$ cat config.mk
export PLATFORM = sky130hd
export DESIGN_NAME = down_count_monitor
export DESIGN_NICKNAME = d
export VERILOG_FILES = /design/src/rtl/count_mon_pkg.sv /design/src/rtl/hex_to_seg7.sv /design/src/rtl/down_count_monitor.sv
export SDC_FILE = /design/constraint.sdc
export NUM_CORES = 1
export LEC_CHECK = 0
export BUFFER_PORTS_ARGS = -buffer_cell sky130_fd_sc_hd__clkbuf_2
export CAP_MARGIN = 20
export CORE_ASPECT_RATIO = 0.8
export CORE_MARGIN = 3
export CORE_UTILIZATION = 59
export DETAILED_ROUTE_END_ITERATION = 6
export PLACE_DENSITY = 0.9
export SETUP_SLACK_MARGIN = 0.4
export SYNTH_ARGS = -nofsm -noshare
export SYNTH_HDL_FRONTEND = slang
export SYNTH_HIERARCHICAL = 1
export SYNTH_SLANG_ARGS = --single-unit
$ cat constraint.sdc
create_clock -name clk -period 4.5 [get_ports clk]
set_input_delay 0.9 -clock clk [delete_from_list [all_inputs] [get_ports clk]]
set_output_delay 0.9 -clock clk [all_outputs]
set_load 0.1 [all_outputs]
$ cat src/rtl/count_mon_pkg.sv
// Shared types and constants for the down-counter monitor: FSM encoding and
// the active-high seven-segment glyph table.
package count_mon_pkg;

  typedef enum logic [1:0] {
    S_INIT  = 2'd0,
    S_TRACK = 2'd1,
    S_ERR   = 2'd2
  } mon_state_t;

  // Segment order is {g,f,e,d,c,b,a}; a set bit means the segment is lit.
  localparam logic [6:0] SEG_BLANK = 7'h00;

  localparam logic [6:0] SEG_TABLE [16] = '{
    7'h3F,  // 0
    7'h06,  // 1
    7'h5B,  // 2
    7'h4F,  // 3
    7'h66,  // 4
    7'h6D,  // 5
    7'h7D,  // 6
    7'h07,  // 7
    7'h7F,  // 8
    7'h6F,  // 9
    7'h77,  // A
    7'h7C,  // b
    7'h39,  // C
    7'h5E,  // d
    7'h79,  // E
    7'h71   // F
  };

  function automatic logic [6:0] seg_lookup(input logic [3:0] nibble);
    return SEG_TABLE[nibble];
  endfunction

endpackage

$ cat src/rtl/hex_to_seg7.sv
// Combinational nibble to seven-segment decoder, active-high segments.
module hex_to_seg7
  import count_mon_pkg::*;
(
  input  logic [3:0] nibble,
  output logic [6:0] seg
);

  always_comb begin
    seg = seg_lookup(nibble);
  end

endmodule

$ cat src/rtl/down_count_monitor.sv
// Checks that a sampled counter bus steps down by one each sample, counts
// wrap-arounds and sequence errors, and shows the last sample on a 7-seg digit.
//
// state   | meaning
// S_INIT  | no reference yet; next sample only loads prev
// S_TRACK | every sample so far stepped correctly
// S_ERR   | at least one bad step seen; checking continues
module down_count_monitor
  import count_mon_pkg::*;
#(
  parameter int CNT_W          = 4,
  parameter int WRAP_W         = 8,
  parameter int ERR_W          = 4,
  parameter int SEG_ACTIVE_LOW = 1
) (
  input  logic              clk,
  input  logic              rst,
  input  logic [CNT_W-1:0]  count_in,
  input  logic              sample_en,
  input  logic              clear,
  output logic              wrap_pulse,
  output logic [WRAP_W-1:0] wrap_count,
  output logic              seq_err,
  output logic [ERR_W-1:0]  err_count,
  output logic [6:0]        hex_seg
);

  mon_state_t       state;
  mon_state_t       state_nxt;
  logic [CNT_W-1:0] prev;
  logic [CNT_W-1:0] exp_val;
  logic             step_ok;
  logic             checking;
  logic             wrap_hit;
  logic             err_hit;
  logic [3:0]       nibble;
  logic [6:0]       seg_raw;
  logic [6:0]       seg_drive;
  logic [6:0]       seg_off;

  // Only the low nibble is displayed on wider buses.
  assign nibble = 4'(count_in);

  hex_to_seg7 u_seg (
    .nibble (nibble),
    .seg    (seg_raw)
  );

  // Next state and expected successor.
  always_comb begin
    exp_val   = prev - CNT_W'(1);
    step_ok   = (count_in == exp_val);
    state_nxt = state;
    if (clear) begin
      state_nxt = S_INIT;
    end else if (sample_en) begin
      case (state)
        S_INIT:  state_nxt = S_TRACK;
        S_TRACK: state_nxt = step_ok ? S_TRACK : S_ERR;
        S_ERR:   state_nxt = S_ERR;
        default: state_nxt = S_INIT;
      endcase
    end
  end

  // Per-sample events and display polarity.
  always_comb begin
    checking  = sample_en && !clear && (state != S_INIT);
    wrap_hit  = checking && step_ok && (prev == '0);
    err_hit   = checking && !step_ok;
    seg_drive = (SEG_ACTIVE_LOW != 0) ? ~seg_raw : seg_raw;
    seg_off   = (SEG_ACTIVE_LOW != 0) ? ~SEG_BLANK : SEG_BLANK;
  end

  always_ff @(posedge clk) begin
    if (rst) begin
      state      <= S_INIT;
      prev       <= '0;
      wrap_pulse <= 1'b0;
      wrap_count <= '0;
      seq_err    <= 1'b0;
      err_count  <= '0;
      hex_seg    <= seg_off;
    end else begin
      state      <= state_nxt;
      wrap_pulse <= 1'b0;
      if (clear) begin
        // Soft clear leaves the display showing the last sample.
        prev       <= '0;
        wrap_count <= '0;
        seq_err    <= 1'b0;
        err_count  <= '0;
      end else if (sample_en) begin
        prev    <= count_in;
        hex_seg <= seg_drive;
        if (wrap_hit) begin
          wrap_pulse <= 1'b1;
          wrap_count <= wrap_count + WRAP_W'(1);
        end
        if (err_hit) begin
          seq_err <= 1'b1;
          if (err_count != '1) begin
            err_count <= err_count + ERR_W'(1);
          end
        end
      end
    end
  end

endmodule

* After elaboration in Yosys (flattened, before gate mapping)
Memory sizes are Yosys's and may differ from the RTL's.
Index checks and enable logic that the tools add are counted.
** Storage, ports and cells
- Register bits :: 27
- Latch bits :: 0
- RAM bits :: 0
- Bits in read-only memories :: 112
- Memories :: 1
** Cells by class
- $add $sub $neg :: 3
- $mul :: 0
- Divide/modulo/power cells :: 0
- Magnitude comparators :: 1
- Eq/ne operators :: 4
- Shifts and indexed selects :: 0
- Mux-type cells :: 5
- Bitwise gates (word level) :: 4
- Reductions and logical operators :: 16
** Memories
- (name not given) :: words 16, bits a word 7, rd ports 1, clocked after memory_dff 0, wr ports 0, RTL line count_mon_pkg.sv:34 : return SEG_TABLE[nibble];
** Operator list (count)
- 2-to-1 mux 7 bit :: 2
- adder 8 x 1 -> 8 bit (second input constant) :: 1
- inverter 7 bit :: 1
- one-hot mux 2 bit (3 select lines) :: 1
- AND reduction 2 bit :: 3
- greater-or-equal comparator 5 bit (second input constant) :: 1
- logical AND 1 bit :: 5
- inverter 4 -> 5 bit :: 1
- adder 4 x 1 -> 4 bit (second input constant) :: 1
- equality test 4 bit :: 1
- zero test 4 bit :: 1
- inequality test 4 bit (second input constant) :: 1
- subtractor 4 x 1 -> 4 bit (second input constant) :: 1
- AND reduction 3 bit :: 1
- OR reduction 3 bit :: 1
- equality test 2 x 1 -> 1 bit (second input constant) :: 1
- equality test 2 bit (second input constant) :: 1
- zero test 1 bit :: 2
- zero test 2 bit :: 1
- 2-to-1 mux 2 bit :: 1
- inverter 1 bit :: 2
- nonzero test 2 bit :: 1
- OR reduction 2 bit :: 1
- 2-to-1 mux 1 bit :: 1

* Logic depth before layout (Yosys ltp)
Gate-level depths: netlist of run 1.
- Depth in word-level cells :: 6
- Mapped depth :: 8
- Mapped depth without buffers :: 7

* Modules after synthesis
Netlist of run 1, hierarchy kept.
** By module, submodules not included
- down_count_monitor :: times used 1, cells an instance 134, area each 1288.7 um^2, seq. area each 540.5 um^2
- hex_to_seg7 :: times used 1, cells an instance 33, area each 290.3 um^2, seq. area each 0.0 um^2

* Least setup slack after synthesis of run 1
No wires, ideal clock.
- Kind :: input -> register
- From :: input port sample_en
- To :: register wrap_count[3]
- Arrival time :: 2345 ps
- Required time :: 4429 ps
- Slack :: 2084 ps
- Stages :: 8
- Path buffers :: 3
- Path through :: buf_6 > nand2b_4 > buf_6 > nor4_4 > nand3_2 > buf_6 > or4b_1 > a21oi_1
** Between the ends
- Word-level cells in the longest chain between the ends :: 5
** RTL lines
- from (decl) :: RTL line down_count_monitor.sv:19 : input logic sample_en,
- logical AND 1 bit (2 in series) :: RTL line down_count_monitor.sv:68 : checking = sample_en && !clear && (state != S_INIT);
- logical AND 1 bit (2 in series) :: RTL line down_count_monitor.sv:69 : wrap_hit = checking && step_ok && (prev == '0);
- AND reduction 2 bit (no line) (*)
- to (signal assigned) :: RTL line down_count_monitor.sv:98 : wrap_count <= wrap_count + WRAP_W'(1);
- to (decl) :: RTL line down_count_monitor.sv:22 : output logic [WRAP_W-1:0] wrap_count,
Mark *: on every way between the ends. The rest lies on a longest branch, timed or not.
A chain may end at the register's enable or synchronous reset.

* Final worst setup path of run 1
- From :: input port count_in[3]
- To :: register wrap_count[7]
** Between the ends
- Word-level cells in the longest chain between the ends :: 4
** RTL lines
- from (decl) :: RTL line down_count_monitor.sv:18 : input logic [CNT_W-1:0] count_in,
- equality test 4 bit :: RTL line down_count_monitor.sv:52 : step_ok = (count_in == exp_val);
- logical AND 1 bit (2 in series) :: RTL line down_count_monitor.sv:69
- AND reduction 2 bit (no line)
No other way between the ends.

==> flow_summary.json, run 1 <==
{
  "cts_tree": "built",
  "p_int_uw": 310,
  "synth-main-ff-cell": "dfxtp_1",
  "dr.pass1.iters": 4,
  "drt_iter0_markers": 75,
  "overflow": 0,
  "post_cts_buffers": 0,
  "synth_cell_types": 45,
  "fin_cells": 226,
  "drc": 0,
  "end_kind": "register",
  "power_density_nw_per_um2": 265,
  "clkPwrFrac_pct": 22.7,
  "hold_viol_final": 0,
  "reg2reg_depth": 7,
  "hold_buffers": 0,
  "fin_area_sq_um": 1730,
  "swShare_pct": 32.3,
  "grt_use_met2_pct": 35.5,
  "rows": 16,
  "dp.cells": 222,
  "worst_pin_slew_ps": 544,
  "die_area_sq_um": 3340,
  "syn_nets": 186,
  "wire_per_inst_microns": 13.6,
  "ant_nets": 0,
  "placed_area_sq_um": 1700,
  "syn_to_final_growth_pct": 9.35,
  "via_per_inst": 5.63,
  "worstPathMaxFanout": 16,
  "reg2reg_to": "wrap_count[7]",
  "p_comb_share_pct": 22.6,
  "use_met1_pct": 24.8,
  "status": "completed",
  "htreeDepth": 1,
  "ys_seq_elements": 27,
  "avgSynthCellArea_sq_um": 9.46,
  "antenna_found_initial": 0,
  "setup_tns_ps": 0,
  "async_flop_share_pct": 0,
  "globalRoute.busiestLayer": "met2",
  "start_kind": "input pin",
  "final_layout_size_suffix_gt1_share_pct": 23.2,
  "power_leakage_uw": 0.000745,
  "cts_sinks": 27,
  "cts_buffers": 3,
  "rsz0062_at_grt": "no",
  "rr_startpoint": "prev[0]",
  "grt_pass1_wl_microns": 5340,
  "holdPathStages": 2,
  "synth_warnings": 6,
  "start_util_pct": 63.1,
  "cts_root_buf": "clkbuf_4",
  "use_met3_pct": 5.79,
  "post-route-period-util_pct": 52.0,
  "cp.required_ps": 4770,
  "crit_type": "in -> reg",
  "clk_path_buf_depth": 2,
  "grt_max_degree": 22,
  "core_area_sq_um": 2500,
  "ioPinCount": 29,
  "vias": 1273,
  "synth-edff-count": 0,
  "maxSlewHeadroom_pct": 63.9,
  "grt_pass1_vias": 1187,
  "syn_inst": 167,
  "clkLatencyLatePin_ps": 330,
  "chipHeight_microns": 52.3,
  "cts_resized": 0,
  "hpwlAfterDp_microns": 2380,
  "slew_viol_final": 0,
  "io_buffers": 28,
  "p_switching_uw": 148,
  "grtUsageTotal_pct": 20.5,
  "finClkSkew_ps": 9.85,
  "hold_path.class": "reg -> reg",
  "ir_worst_vdd_uv": 160,
  "whs_ps": 457,
  "yosysSeqAreaShare_pct": 34.2,
  "setup_viol": 0,
  "achievable-frequency_mhz": 427,
  "clk_pin_slew_ps": 150,
  "hold_start": "seq_err",
  "totalWireLength_microns": 3080,
  "die_w_microns": 63.8,
  "cp_data_arrival_time_ps": 2610,
  "antenna_cells": 0,
  "synth_area_sq_um": 1580,
  "seqPwrFrac_pct": 54.6,
  "maxCapViolCount": 0,
  "min_to": "seq_err",
  "place_congestion": 0.807,
  "layout.nets": 210,
  "reg2reg_slack_ps": 2310,
  "fin_crit_ps": 2340,
  "nFillCells": 201
}
[how the worst max path moves through the flow]
stage,slack (ps),endpoint,startpoint,cells past startpoint
floorplan,2080,wrap_count[3],sample_en,8
global placement,1920,wrap_count[3],sample_en,6
detailed placement,1820,wrap_count[3],count_in[3],6
CTS,2170,wrap_count[3],count_in[3],6
global route,2040,wrap_count[7],count_in[3],6
finish,2160,wrap_count[7],count_in[3],6
[synthesized netlist by cell type, types with 2 or more instances]
cell type   n  share of area, %
a211o_1     7               3.9
a21oi_1    10               3.2
buf_6       4               2.9
clkbuf_1    4              0.95
dfxtp_1    27                34
ha_1       11               8.7
inv_1       9               2.1
mux2_2      2               1.4
mux2i_1     9               5.7
nand2_1     5               1.2
nand2b_1    3               1.2
nand3_1     5               1.6
nand4_1     2              0.79
nor2_1     22               5.2
nor3_1      2              0.63
o21ai_0     6               1.9
o31ai_1     3               1.4
or3_1       3               1.2
or4_1       2              0.95
xor2_1      6               3.3
[cells in the final DEF (no fill, tap or decap), types with 2 or more instances in the layout]
| cell | n |
|---|---|
| mux2i_1 | 9 |
| inv_1 | 9 |
| or4_1 | 2 |
| clkbuf_4 | 3 |
| nand2_1 | 5 |
| a21oi_1 | 10 |
| nand2b_1 | 3 |
| clkbuf_2 | 28 |
| nor3_1 | 2 |
| xor2_1 | 6 |
| nor2_1 | 22 |
| dfxtp_1 | 27 |
| a211o_1 | 7 |
| or3_1 | 3 |
| ha_1 | 11 |
| nand3_1 | 5 |
| o31ai_1 | 3 |
| nand4_1 | 2 |
| mux2_2 | 2 |
| o21ai_0 | 6 |
[stage by stage]
stage / power (uW) / utilization (%) / setup slack (ps)
after floorplan: 342 / - / 2080
after global placement: 355 / 67.9 / 1920
after detailed placement: 359 / 67.9 / 1820
after CTS: 462 / 69.0 / 2170
after global routing: 484 / 69.0 / 2040
final: 458 / 69.0 / 2160
[worst max-delay path, stage by stage]
cell and delay, ps:
clkbuf_2 250, xnor2_2 300, xor2_2 220, nand3_2 220, or4_1 560, a21oi_1 160
[cells by family (layout without fill, tap and decap cells)]
group | count (synthesis) | after routing | synth area share, %
and+or+nand+nor | 57 | 57 | 20.5
adders and majority gates | 11 | 11 | 8.72
AOI/OAI and AO/OA | 31 | 31 | 13.2
buffers and inverters | 18 | 41 | 6.26
xor gates and xnor gates | 10 | 10 | 7.37
muxes | 13 | 13 | 9.75
DFF | 27 | 27 | 34.2
[power groups by stage]
stage	sequential [uW]	combinational [uW]	clock, uW
after floorplan	289	53.0	0
after CTS	250	104	108
after detailed placement	256	103	0
final	250	104	104
after global placement	255	99.8	0
after global routing	251	111	121
[flip-flops by register name (all words and copies together), names as in the netlist]
name        flops
wrap_pulse      1
hex_seg         7
prev            4
wrap_count      8
seq_err         1
state           2
err_count       4
[final cells by class]
cell class | instances | area (sq um) | share of cell area, %
Timing Repair Buffer | 28 | 140 | 8.12
Tap cell | 36 | 45.0 | 2.61
Clock buffer | 3 | 22.5 | 1.30
Clock inverter | 1 | 5.00 | 0.290
Sequential cell | 27 | 541 | 31.3
Multi-Input combinational cell | 122 | 940 | 54.4
Inverter | 9 | 33.8 | 1.96
[layer usage]
layer / wire (microns) / share of wire [%] / up-vias
met5: 0 / 0 / -
met4: 18 / 0.58 / 0
met2: 1480 / 48 / 36
li1: - / - / 630
met1: 1400 / 45 / 605
met3: 178 / 5.8 / 2
Note: power is estimated with default switching activity, not from simulation.
==> run 2: changes to the inputs <==
CORE_UTILIZATION = 49   (was 59)
PLACE_DENSITY = 0.8   (was 0.9)
clock period = 2.1 ns   (was 4.5 ns; I/O delays follow)
==> run 2 against run 1 <==
Net effect:
- combinational power rose by 150%
- register-to-register slack got worse by 2100 ps
- sequential share of layout area fell by 2.1 points
- core utilization fell by 2.6 points
- count of clock-buffer cells in the layout did not move
- non-clock buffer count rose by 10
- via count rose by 1.7%
- total power rose by 140%
- largest cell class unchanged
- critical path depth rose by 1
- clock power rose to 2.8 times the previous value
- clock skew fell by 7.7 ps
==> flow_summary.json, run 2 (synthesized netlist as in run 1, its figures left out) <==
{
  "setup_viol": 0,
  "rsz0062_at_grt": "yes",
  "hpwlAfterDp_microns": 2470,
  "cp_data_arrival_time_ps": 2070,
  "final_layout_size_suffix_gt1_share_pct": 41.5,
  "start_util_pct": 54.2,
  "place_congestion": 0.793,
  "final_cell_mix": "clkbuf_2, nor2_1, dfxtp_1, dfxtp_2, buf_4",
  "overflow": 0,
  "die_w_microns": 69.5,
  "htreeDepth": 1,
  "largest_register": "wrap_count",
  "ant_nets": 0,
  "syn_to_final_growth_pct": 22.5,
  "placed_area_sq_um": 1770,
  "end_kind": "register",
  "dp.cells": 228,
  "holdPathStages": 2,
  "drt_iter0_markers": 73,
  "setup_tns_ps": 0,
  "io_buffers": 28,
  "wirelength_met1_microns": 1590,
  "wire_per_inst_microns": 14.4,
  "ioPinCount": 29,
  "clk_path_buf_depth": 2,
  "final_util_pct": 66.4,
  "antenna_found_initial": 0,
  "p_comb_share_pct": 23.8,
  "cp.required_ps": 2300,
  "worst_pin_slew_ps": 544,
  "maxSlewHeadroom_pct": 63.9,
  "crit_type": "reg -> reg",
  "grtUsageTotal_pct": 17.9,
  "grt_max_degree": 22,
  "seqPwrFrac_pct": 49.4,
  "hold_path.class": "in -> reg",
  "power_leakage_uw": 0.000820,
  "start_kind": "register",
  "met2_length_microns": 1640,
  "maxCapViolCount": 0,
  "crit_buf_inv": 1,
  "via_per_inst": 5.44,
  "layout.nets": 220,
  "cts_root_buf": "clkbuf_8",
  "crit_cells": 7,
  "power_density_nw_per_um2": 557,
  "grt_pass1_vias": 1266,
  "highest_layer": "met4",
  "die_area_sq_um": 3940,
  "slew_viol_final": 0,
  "cts_buffers": 3,
  "status": "completed",
  "chipHeight_microns": 56.8,
  "fin_area_sq_um": 1930,
  "wl_met3_microns": 153,
  "grt_pass1_wl_microns": 5800,
  "final_common_cell": "clkbuf_2",
  "clk_pin_slew_ps": 90,
  "ir_worst_vdd_uv": 370,
  "dr.pass1.iters": 4,
  "rows": 17,
  "clkPwrFrac_pct": 26.7,
  "slowest_delay_ps": 500,
  "post-route-period-util_pct": 89.0,
  "worst_slack_ps": 232,
  "cts_tree": "built",
  "cts_sinks": 27,
  "swShare_pct": 31.4,
  "cp_slowest_cell": "or4_4",
  "top_regs": "wrap_count: 8 flops, hex_seg: 7 flops",
  "reg2reg_depth": 7,
  "dpl_worst_slack_ps": 118,
  "p_int_uw": 739,
  "fin_cells": 238,
  "crit_chain": "inv_4 -> ha_4 -> xor2_2 -> and3_4 -> nand3_4 -> or4_4 -> a21oi_2",
  "vias": 1295,
  "hold_buffers": 0,
  "antenna_cells": 0,
  "hold_viol_final": 0,
  "largest_reg_flops": 8,
  "clkLatencyLatePin_ps": 270,
  "fin_crit_ps": 1870,
  "drc": 0,
  "totalWireLength_microns": 3430,
  "p_switching_uw": 338,
  "worstPathMaxFanout": 6,
  "critPathTopFamily": "simple AND/OR/NAND/NOR gates",
  "core_area_sq_um": 2910,
  "achievable-frequency_mhz": 535,
  "finClkSkew_ps": 2.20
}
[run 2: cell types whose count changed in the layout (fill, tap and decap cells not counted), sizes merged]
cell / before / now
buf: 0 / 10
[run 2: area by class of cell]
class / instances / area (sq um)
clock buffer: 3 / 41.3
multi-input combinational: 122 / 1020
clock inverter: 1 / 5.00
timing repair buffer: 38 / 215
inverter: 9 / 36.3
tap: 38 / 47.5
fill: 217 / 980
sequential: 27 / 566
[run 2: routing by layer]
metal  vias to the layer above  global-route usage (%)
li1                        653                       -
met1                       607                    23.4
met2                        27                    30.0
met3                         8                    4.65
met4                         0                    3.34
met5                         -                       0
[run 2: final timing paths]
check	start	end	slack [ps]
hold / removal	rst	hex_seg[5]	450
setup reg to reg	prev[0]	wrap_count[5]	230
setup / recovery	prev[0]	wrap_count[5]	230
hold reg to reg	seq_err	seq_err	460
[run 2: power by group through the flow]
stage	clock network [uW]	registers, uW	logic, uW
finish	288	533	257
global route	321	535	272
CTS	296	533	242
detailed placement	0	545	232
global placement	0	544	226
floorplan	0	617	116
[run 2: through the flow]
stage	total power [uW]	hold slack (ps)
floorplan	734	458
finish	1080	450
CTS	1070	448
global placement	770	437
detailed placement	778	453
global route	1130	467
[run 2: what timing repair did]
item / 4_1_cts / 5_1_grt
gates resized for setup: 9 / 9
pin swaps: 2 / 3
endpoints found under the setup margin: 11 / 11
buffers inserted: 4 / 2
